$ cat src/rtl/ripemd160_msg_sched.sv
// RIPEMD-160 message scheduler: pads one SHA-256 digest into a little-endian 512-bit block,
// then streams the left/right line words X[r(j)] / X[r'(j)] one round per accepted handshake.
module ripemd160_msg_sched #(
    parameter int ROUNDS   = 80,
    parameter int MSG_BITS = 256
) (
    input  logic         clk,
    input  logic         reset_n,
    input  logic         in_valid,
    output logic         in_ready,
    input  logic [255:0] in_digest,
    output logic         out_valid,
    input  logic         out_ready,
    output logic [6:0]   out_round,
    output logic [31:0]  out_wl,
    output logic [31:0]  out_wr,
    output logic         out_last,
    output logic         busy
);

    // Handshakes: a transfer happens on a rising edge where valid && ready; a held valid
    // keeps its payload stable until that edge.
    typedef enum logic {
        S_IDLE,
        S_STREAM
    } state_t;

    localparam logic [6:0] LAST_J = 7'(ROUNDS - 1);

    localparam logic [3:0] R_TBL [0:79] = '{
        4'd0,  4'd1,  4'd2,  4'd3,  4'd4,  4'd5,  4'd6,  4'd7,
        4'd8,  4'd9,  4'd10, 4'd11, 4'd12, 4'd13, 4'd14, 4'd15,
        4'd7,  4'd4,  4'd13, 4'd1,  4'd10, 4'd6,  4'd15, 4'd3,
        4'd12, 4'd0,  4'd9,  4'd5,  4'd2,  4'd14, 4'd11, 4'd8,
        4'd3,  4'd10, 4'd14, 4'd4,  4'd9,  4'd15, 4'd8,  4'd1,
        4'd2,  4'd7,  4'd0,  4'd6,  4'd13, 4'd11, 4'd5,  4'd12,
        4'd1,  4'd9,  4'd11, 4'd10, 4'd0,  4'd8,  4'd12, 4'd4,
        4'd13, 4'd3,  4'd7,  4'd15, 4'd14, 4'd5,  4'd6,  4'd2,
        4'd4,  4'd0,  4'd5,  4'd9,  4'd7,  4'd12, 4'd2,  4'd10,
        4'd14, 4'd1,  4'd3,  4'd8,  4'd11, 4'd6,  4'd15, 4'd13
    };

    localparam logic [3:0] RP_TBL [0:79] = '{
        4'd5,  4'd14, 4'd7,  4'd0,  4'd9,  4'd2,  4'd11, 4'd4,
        4'd13, 4'd6,  4'd15, 4'd8,  4'd1,  4'd10, 4'd3,  4'd12,
        4'd6,  4'd11, 4'd3,  4'd7,  4'd0,  4'd13, 4'd5,  4'd10,
        4'd14, 4'd15, 4'd8,  4'd12, 4'd4,  4'd9,  4'd1,  4'd2,
        4'd15, 4'd5,  4'd1,  4'd3,  4'd7,  4'd14, 4'd6,  4'd9,
        4'd11, 4'd8,  4'd12, 4'd2,  4'd10, 4'd0,  4'd4,  4'd13,
        4'd8,  4'd6,  4'd4,  4'd1,  4'd3,  4'd11, 4'd15, 4'd0,
        4'd5,  4'd12, 4'd2,  4'd13, 4'd9,  4'd7,  4'd10, 4'd14,
        4'd12, 4'd15, 4'd10, 4'd4,  4'd1,  4'd5,  4'd8,  4'd7,
        4'd6,  4'd2,  4'd13, 4'd14, 4'd0,  4'd3,  4'd9,  4'd11
    };

    function automatic logic [31:0] bswap32(input logic [31:0] w);
        return {w[7:0], w[15:8], w[23:16], w[31:24]};
    endfunction

    state_t      state_q, state_d;
    logic [6:0]  j_q, j_d;
    logic [31:0] x_q [16];
    logic [31:0] x_d [16];
    logic        capture;
    logic        advance;

    assign in_ready  = (state_q == S_IDLE);
    assign out_valid = (state_q == S_STREAM);
    assign busy      = (state_q == S_STREAM);
    assign capture   = in_valid && in_ready;
    assign advance   = out_valid && out_ready;

    always_comb begin
        state_d = state_q;
        j_d     = j_q;
        for (int i = 0; i < 16; i++) begin
            x_d[i] = x_q[i];
        end
        if (capture) begin
            state_d = S_STREAM;
            j_d     = 7'd0;
            for (int i = 0; i < 8; i++) begin
                x_d[i] = bswap32(in_digest[255-32*i -: 32]);
            end
            for (int i = 8; i < 16; i++) begin
                x_d[i] = 32'h0;
            end
            x_d[8]  = 32'h0000_0080;
            x_d[14] = 32'(MSG_BITS);
        end else if (advance) begin
            if (j_q == LAST_J) begin
                state_d = S_IDLE;
                j_d     = 7'd0;
            end else begin
                j_d = j_q + 7'd1;
            end
        end
    end

    always_ff @(posedge clk or negedge reset_n) begin
        if (!reset_n) begin
            state_q <= S_IDLE;
            j_q     <= 7'd0;
            for (int i = 0; i < 16; i++) begin
                x_q[i] <= 32'h0;
            end
        end else begin
            state_q <= state_d;
            j_q     <= j_d;
            for (int i = 0; i < 16; i++) begin
                x_q[i] <= x_d[i];
            end
        end
    end

    // Words are read straight out of the block registers, so a stall holds them for free.
    assign out_round = j_q;
    assign out_wl    = x_q[R_TBL[j_q]];
    assign out_wr    = x_q[RP_TBL[j_q]];
    assign out_last  = out_valid && (j_q == LAST_J);

endmodule

$ cat config.mk
export PLATFORM = sky130hd
export DESIGN_NAME = ripemd160_msg_sched
export DESIGN_NICKNAME = d
export VERILOG_FILES = /design/src/rtl/ripemd160_msg_sched.sv
export SDC_FILE = /design/constraint.sdc
export NUM_CORES = 1
export LEC_CHECK = 0
export BUFFER_PORTS_ARGS = -buffer_cell sky130_fd_sc_hd__buf_2
export CELL_PAD_IN_SITES_DETAIL_PLACEMENT = 1
export CELL_PAD_IN_SITES_GLOBAL_PLACEMENT = 2
export CORE_MARGIN = 2
export CORE_UTILIZATION = 36
export CTS_CLUSTER_DIAMETER = 30
export DETAILED_ROUTE_END_ITERATION = 10
export PLACE_DENSITY_LB_ADDON = 0.3
export SLEW_MARGIN = 20
export SYNTH_ARGS = -nofsm -noshare
export SYNTH_HDL_FRONTEND = slang
export SYNTH_SLANG_ARGS = --single-unit
$ cat constraint.sdc
create_clock -name clk -period 3.9 [get_ports clk]
set_input_delay 0.195 -clock clk [delete_from_list [all_inputs] [get_ports clk]]
set_output_delay 0.195 -clock clk [all_outputs]
set_load 0.005 [all_outputs]
# --- After elaboration in Yosys (flattened, before gate mapping) ---
# Memories as Yosys holds them, arrays and structs flattened.
# Cells that the tools add are included.
classes:
  n_eq_ne: 1
  n_lt_le_gt_ge: 3
  n_shift: 0
  reduce_logical: 6
  addsub: 1
  n_bitwise: 4
  muxes: 16
  div_mod_pow: 0
  n_mul: 0
op_table:
  columns: ["operator", "n"]
  rows:
  - ["$bmux W32 S4", 2]
  - ["$mux W32", 4]
  - ["$mux W7", 3]
  - ["$mux W4", 4]
  - ["$ge A5 B5 Y1 const B", 2]
  - ["$not A4 Y5", 2]
  - ["$ge A8 B8 Y1 const B", 1]
  - ["$not A7 Y8", 1]
  - ["$add A7 B1 Y7 const B", 1]
  - ["$eq A7 B7 Y1 const B", 1]
  - ["$reduce_bool A2 Y1", 2]
  - ["$logic_and A1 B1 Y1", 3]
  - ["$mux W1", 3]
  - ["$reduce_and A2 Y1", 1]
  - ["$not A1 Y1", 1]
word_totals:
  mem_count: 2
  regBits: 265
  rom_bits: 1024
  mem_bits_rw: 0
  input_bits: 260
  output_inout_bits: 75
  wordCells: 44
  latchBits: 0
mem_list:
  columns: ["name", "depth", "width", "read_ports", "rd_ports_with_merged_regs", "write_ports", "line", "text"]
  rows:
  - ["(no name shown)", 128, 4, 1, 0, 0, "119", "assign out_wr = x_q[RP_TBL[j_q]];"]
  - ["(no name shown)", 128, 4, 1, 0, 0, "118", "assign out_wl = x_q[R_TBL[j_q]];"]

# --- Depth between registers and ports, before layout ---
# Gate-level depths: netlist of run 1.
depth:
  ltp_word: 8
  ltp_mapped: 14
  mapped_depth_nobuf: 10

# --- Worst setup path before layout of run 1 ---
# No wires, ideal clock.
synth_path:
  path_kind: "reg2out"
  from: "register j_q[0] (netlist: out_round[0])"
  to: "output out_wr[10]"
  slack_ns: 0.672
  arrival_ns: 3.033
  path_stages_with_launch: 15
  cell_sequence: "dfrtp_1 buf_2 buf_2 inv_1 ha_1 buf_2 nor2b_1 nor2_1 a221o_1 o211ai_2 buf_4 buf_4 mux2i_1 mux2i_1 a32o_1"
synth_between:
  elab_chain_len: 8
synth_rtl:
  columns: ["item", "line", "text"]
  rows:
  - ["from (decl)", "61", "logic [6:0] j_q, j_d;"]
  - ["from (signal assigned)", "109", "j_q <= j_d;"]
  - ["$not A7 Y8 (not written as such)", "119", null]
  - ["$mem_v2 Z128 W4", null, null]
  - ["$mux W4 (not written as such) (2 in series)", "119", null]
  - ["$not A4 Y5 (not written as such)", "119", null]
  - ["$bmux W32 S4", "119", null]
  - ["$mux W32 (not written as such) (2 in series)", "119", null]
  - ["to (decl)", "16", "output logic [31:0] out_wr,"]
# Every way passes these cells. The select of a mux whose other input is x is not followed.

# --- Worst setup path after layout of run 1 ---
layout_path:
  from: "register j_q[1] (netlist: out_round[1])"
  to: "output out_wl[13]"
layout_between:
  elab_chain_len: 8
layout_rtl:
  columns: ["item", "line", "text"]
  rows:
  - ["$not A7 Y8 (not written as such)", "118", null]
  - ["$mem_v2 Z128 W4", null, null]
  - ["$mux W4 (not written as such) (2 in series)", "118", null]
  - ["$not A4 Y5 (not written as such)", "118", null]
  - ["$bmux W32 S4", "118", null]
  - ["$mux W32 (not written as such) (2 in series)", "118", null]
  - ["to (decl)", "15", "output logic [31:0] out_wl,"]
# Every way passes these cells. The select of a mux whose other input is x is not followed.

==> impl_metrics.yaml, run 1 <==
yosys:
  ys_async_sr_fraction: 1.000
  synth_area_sq_um: 16130
  synth_nets: 1753
  synth_mux_area_frac: 0.2929
  synth_xor_area_frac: 0.002172
  synth-simple-area-share: 0.09843
  synth_compound_area_frac: 0.1374
  post_synth_num_cell_types: 67
  ys.flop_type: "dfrtp_1"
  yosys.area_share.adder: 0.007756
  ys_warn_count: 0
  avgSynthCellArea_sq_um: 10.88
  yosysSeqAreaShare: 0.4111
  synth-seq-cells: 265
  syn_inst: 1483
  synth_edf_count: 0
  synth_top_family_by_area: "multiplexers"
placed_design:
  pre_cts_ws_ns: 0.06334
  io_buffers: 334
  placed_area_sq_um: 18910
  dp_cells: 2354
  dp_hpwl_um: 45940
  finalWeightedCongestion: 0.8982
timing:
  hold_viol: 0
  setup_ws_ns: -0.02023
  drv_slew: 0
  fin_setup_tns_ns: -0.02023
  finalSetupViolCount: 1
  rsz0062_at_grt: "yes"
  hold_slack_ns: 0.2920
  min_period_ns: 3.920
  max_slew_margin: 0.3445
  worst-slew-pin-transition_ns: 0.9812
  max_freq_mhz: 255.1
  skew_ns: 0.02387
  fin_crit_sh: 1.005
status:
  status: "finished, violations left"
  violations: "setup timing"
die:
  fp.dieH_um: 215.7
  start_util: 0.3648
  die-area_sq_um: 46520
  die_w_um: 215.7
  ioPinCount: 335
  core_sq_um: 44220
  num_rows: 77
cells_and_area:
  final_core_util: 0.5668
  area_delta_synth_final_pct: 55.36
  final_cell_mix: "332 x buf_2, 261 x dfrtp_1, 259 x dlygate4sd3_1, 258 x mux2_2, 197 x nand2_1"
  fin_cells: 2797
  layout-drive-gt1-share: 0.4249
  final_nets: 2412
  fin_area_sq_um: 25060
  layout_commonest_cell: "buf_2"
worst_setup_path:
  cp-start-kind: "flop"
  crit_path_max_incr_delay_ns: 0.47
  crit_required_ns: 3.70
  crit_slowest_cell: "mux4_2"
  worstPathArrival_ns: 3.73
  crit_fanout: 16
  cp_num_buf_inv: 6
  crit_type: "reg -> out"
  cp_top_family: "compound AO/OA/AOI/OAI gates"
  worstSetupEndpointType: "output port"
  cp_cell_sequence: "inv_4 > ha_4 > buf_6 > mux4_2 > a32oi_4 > buf_12 > nand2_8 > buf_12 > clkbuf_16 > a211oi_1 > a311o_1 > a21oi_1 > buf_2"
  cp_common_cell: "buf_12"
clock_network:
  clock_latency_ns: 0.59
  cts_tree: "yes"
  cts-root-buf: "clkbuf_16"
  cts.sinks: 265
  clkTransAtPathRegs_ns: 0.05
  numCtsBuffers: 74
  cts_max_path_buffers: 3
  ctsHtreeMaxLevel: 3
detailed_routing:
  met3WireLength_um: 4574
  maxUsedRoutingLayer: "met5"
  avgViaCountPerCell: 5.719
  drt_pre_antenna_iters: 5
  avgRoutedWirePerCell_um: 27.67
  antenna_left: 0
  initialDrtViolationCount: 1163
  wl_met1_um: 29090
  routed-via-count: 16000
  route.detailed.drc: 0
  dr_wl_met2_um: 38570
  routed_wl_um: 77400
global_route:
  grt_pass1_vias: 17770
  grt_usage: 0.3204
  grt-ovfl-total: 0
  antenna_found_initial: 6
  grt_first_pass_wirelength_um: 112600
  grt_max_degree: 100
power_and_ir_drop:
  power.leakage_nw: 11.46
  power_mw: 23.59
  power_density_nw_per_um2: 941.1
  ir_worst_vdd_mv: 0.5389
worst_hold_path:
  hold_path_class: "in -> async"
run:
  cap_viol_max_count: 0
## cell families (layout without fill, tap and decap cells)
group	count (synthesis)	count (layout)
and+or+nand+nor	340	341
DFF	265	265
muxes	431	431
xor gates and xnor gates	4	4
AOI/OAI and AO/OA	277	277
other	0	9
adders and majority gates	10	10
buffers and inverters	156	868
## repair_timing
action,in CTS,in global routing
endpoints found under the hold margin,353,0
endpoints found under the setup margin,64,64
buffers inserted,10,28
resized for setup,35,82
hold buffers,259,0
pin swaps,6,21
gates cloned,5,6
## final timing paths
check,startpoint,to,slack [ns],cells after the start
worst min register to register,x_q[480],x_q[480],0.53,1
min in group clk,in_digest[132],x_q[412],0.38,3
worst min-delay path,reset_n,x_q[369],0.29,2
max in group asynchronous,reset_n,x_q[386],2.45,3
worst max register to register,busy,x_q[355],1.68,3
worst max-delay path,out_round[1],out_wl[13],-0.02,13
## report_power, final
part | internal [mW] | switching [mW] | total, mW
clock network | 4.07 | 1.89 | 5.96
logic | 6.27 | 7.89 | 14.2
registers | 3.10 | 0.376 | 3.47
## cells in the mapped netlist, drive strengths merged (2+ instances only)
| cell type | count | area [sq um] |
|---|---|---|
| o21ai | 20 | 103.9 |
| mux2i | 167 | 1684 |
| a21boi | 2 | 15.01 |
| dfrtp | 265 | 6631 |
| a32o | 32 | 320.3 |
| a31oi | 3 | 18.77 |
| and3 | 65 | 406.6 |
| a211o | 4 | 35.03 |
| a211oi | 70 | 525.5 |
| nor2 | 19 | 71.32 |
| mux4 | 6 | 135.1 |
| mux2 | 258 | 2905 |
| o211ai | 11 | 92.58 |
| or2 | 7 | 43.80 |
| xnor2 | 4 | 35.03 |
| o2bb2ai | 3 | 26.28 |
| nand2b | 4 | 25.02 |
| a311o | 63 | 630.6 |
| a21o | 2 | 15.01 |
| nand3b | 2 | 15.01 |
| nand2 | 200 | 753.2 |
| a2111oi | 3 | 26.28 |
| and2 | 3 | 18.77 |
| clkbuf | 72 | 281.5 |
| a311oi | 2 | 17.52 |
| o311ai | 2 | 25.03 |
| ha | 10 | 125.1 |
| buf | 69 | 473.0 |
| nand4 | 8 | 50.05 |
| a221oi | 3 | 26.28 |
| nor3b | 3 | 27.52 |
| inv | 14 | 52.55 |
| nor3 | 6 | 30.03 |
| a32oi | 2 | 17.52 |
| nor2b | 9 | 56.30 |
| nand3 | 6 | 30.03 |
| or3 | 4 | 25.02 |
| a21oi | 43 | 215.2 |
## sequential cells by signal, indices dropped and copies added (netlist names)
register,cells
x_q,257
out_round,7
busy,1
## layer usage
metal / up-vias / global-route usage
li1: 6894 / -
met1: 8162 / 0.3607
met2: 699 / 0.5550
met3: 240 / 0.06878
met4: 2 / 0.1947
met5: - / 0
## area by class of cell
type                    count  area (sq um)
flip-flops and latches    265          6636
diodes                      9         22.52
fillers                  4664         19160
clock buffers              94          2049
clock inverters            36         379.1
inverters                  15         63.81
multi-input cells        1063          9120
repair buffers            723          6051
well taps                 592         740.7
Power figures use the tool's default switching activity.
==> run 2, diff against run 1 <==
PLACE_DENSITY = 0.8   (was default)
PLACE_DENSITY_LB_ADDON = default   (was 0.3)
==> run 2 against run 1 <==
  * The run now ends clean
  * Wire length is 2.2% higher
  * Count of clock-buffer cells in the layout is 20 higher
  * Global-route usage is 0.58 points higher
  * Register-to-register slack better by 0.13 ns
  * Via count is 1.3% higher
  * First-iteration DRC count is 3.6% higher
  * Combinational power hardly changed
  * Worst setup slack better by 0.069 ns
  * Critical path type unchanged
  * Largest power group unchanged
==> impl_metrics.yaml, run 2 (synthesis results as in run 1) <==
die:
  die_w_um: 215.7
  die-area_sq_um: 46520
  core_sq_um: 44220
  ioPinCount: 335
  fp.dieH_um: 215.7
  num_rows: 77
  start_util: 0.3648
detailed_routing:
  drt_pre_antenna_iters: 5
  routed-via-count: 16200
  avgViaCountPerCell: 5.796
  initialDrtViolationCount: 1205
  routed_wl_um: 79110
  antenna_left: 0
  route.detailed.drc: 0
  avgRoutedWirePerCell_um: 28.30
placed_design:
  pre_cts_ws_ns: 0.3004
  dp_hpwl_um: 46710
  io_buffers: 334
  placed_area_sq_um: 18720
  dp_cells: 2342
  finalWeightedCongestion: 0.8866
worst_setup_path:
  cp_cell_sequence: "buf_4 > or2_1 > a311o_1 > o211ai_1 > o211ai_4 > clkbuf_16 > clkbuf_16 > mux2i_1 > mux2i_1 > a32o_1 > buf_2"
  worstPathArrival_ns: 3.66
  crit_required_ns: 3.70
  cp-start-kind: "flop"
  crit_slowest_cell: "dfrtp_1"
  cp_num_buf_inv: 4
  worstSetupEndpointType: "output port"
  crit_path_max_incr_delay_ns: 0.52
  crit_type: "reg -> out"
  crit_fanout: 10
  cp_top_family: "compound AO/OA/AOI/OAI gates"
power_and_ir_drop:
  pwr-share-comb: 0.586
  internal_power_mw: 14.00
  p_seq_frac: 0.142
  power_density_nw_per_um2: 969.6
  ir_worst_vdd_mv: 0.5458
  p_clk_frac: 0.272
  switching_share: 0.4268
  net-switching-power_mw: 10.42
  power_mw: 24.42
  power.leakage_nw: 11.50
cells_and_area:
  layout_commonest_cell: "buf_2"
  final_nets: 2402
  largest_reg_flops: 257
  area_delta_synth_final_pct: 56.09
  fin_cells: 2795
  fin_area_sq_um: 25180
  max_flop_register: "x_q"
  layout-drive-gt1-share: 0.4250
  final_cell_mix: "333 x buf_2, 263 x dfrtp_1, 259 x dlygate4sd3_1, 258 x mux2_2, 199 x nand2_1"
global_route:
  grt_first_pass_wirelength_um: 114500
  grt-ovfl-total: 0
  grt_max_degree: 113
  antenna_found_initial: 10
  grt_pass1_vias: 17620
  grt_usage: 0.3261
worst_hold_path:
  hold_path_class: "in -> async"
status:
  status: "finished clean"
timing:
  finalSetupViolCount: 0
  worst-slew-pin-transition_ns: 0.8725
  skew_ns: 0.02861
  min_period_ns: 3.851
  rsz0062_at_grt: "yes"
  drv_slew: 0
  max_freq_mhz: 259.7
  setup_ws_ns: 0.04892
  max_slew_margin: 0.4183
  hold_viol: 0
  fin_crit_sh: 0.9875
clock_network:
  cts-root-buf: "clkbuf_16"
  cts_tree: "yes"
  ctsHtreeMaxLevel: 3
  numCtsBuffers: 76
  clkTransAtPathRegs_ns: 0.04
  cts_max_path_buffers: 3
  cts.sinks: 265
  clock_latency_ns: 0.62
run:
  cap_viol_max_count: 0
[run 2: cell count changes in the layout (fill, tap and decap cells not counted), sizes merged, moves of 3 or more]
cell,delta
clkbuf,+25
buf,-15
clkinvlp,-9
clkinv,-7
bufinv,+3
[run 2: routing by layer]
metal	vias to the layer above	wire (um)	global-route usage
li1	6899	-	-
met1	8264	29370	0.3693
met2	787	39350	0.5648
met3	243	5169	0.07583
met4	6	5178	0.1839
met5	-	39	0
[run 2: final cells by class]
type                       count  area (sq um)
clock inverter                25         434.2
fill                        4588         19040
antenna                       10         25.02
clock buffer                 114          2306
inverter                      15         56.30
tap                          592         740.7
timing repair buffer         711          5814
sequential                   265          6634
multi-input combinational   1063          9170
[run 2: through the flow]
stage	util	hold WS [ns]	TNS (ns)
2_1_floorplan	-	-0.1006	0
3_3_place_gp	0.4233	0.2628	0
3_5_place_dp	0.4233	0.2688	0
4_1_cts	0.5513	0.2208	-0.05500
5_1_grt	0.5691	0.2398	-0.3307
6_report	0.5694	0.1830	0
[run 2: worst paths after layout]
| kind | from | end | slack, ns | depth (start not counted) |
|---|---|---|---|---|
| max in group asynchronous | reset_n | x_q[274] | 2.64 | 3 |
| hold reg to reg | x_q[40] | x_q[40] | 0.52 | 1 |
| setup / recovery | out_round[3] | out_wr[29] | 0.05 | 11 |
| min in group clk | in_digest[182] | x_q[430] | 0.36 | 3 |
| hold / removal | reset_n | x_q[368] | 0.18 | 2 |
| setup reg to reg | busy | x_q[342] | 1.81 | 3 |
[run 2: what timing repair did]
item	in CTS	in global routing
setup buffers	6	25
resized for setup	40	71
hold buffers	259	0
gates cloned	4	10
setup endpoints to repair	64	64
endpoints found under the hold margin	348	0
pin swaps	6	4
[run 2: power by group through the flow]
| stage | sequential [mW] | clock [mW] | combinational [mW] |
|---|---|---|---|
| 3_5_place_dp | 3.46 | 0 | 11.4 |
| 3_3_place_gp | 3.44 | 0 | 11.3 |
| 4_1_cts | 3.43 | 6.64 | 12.4 |
| 6_report | 3.48 | 6.63 | 14.3 |
| 2_1_floorplan | 3.33 | 0 | 6.76 |
| 5_1_grt | 3.51 | 6.87 | 14.8 |
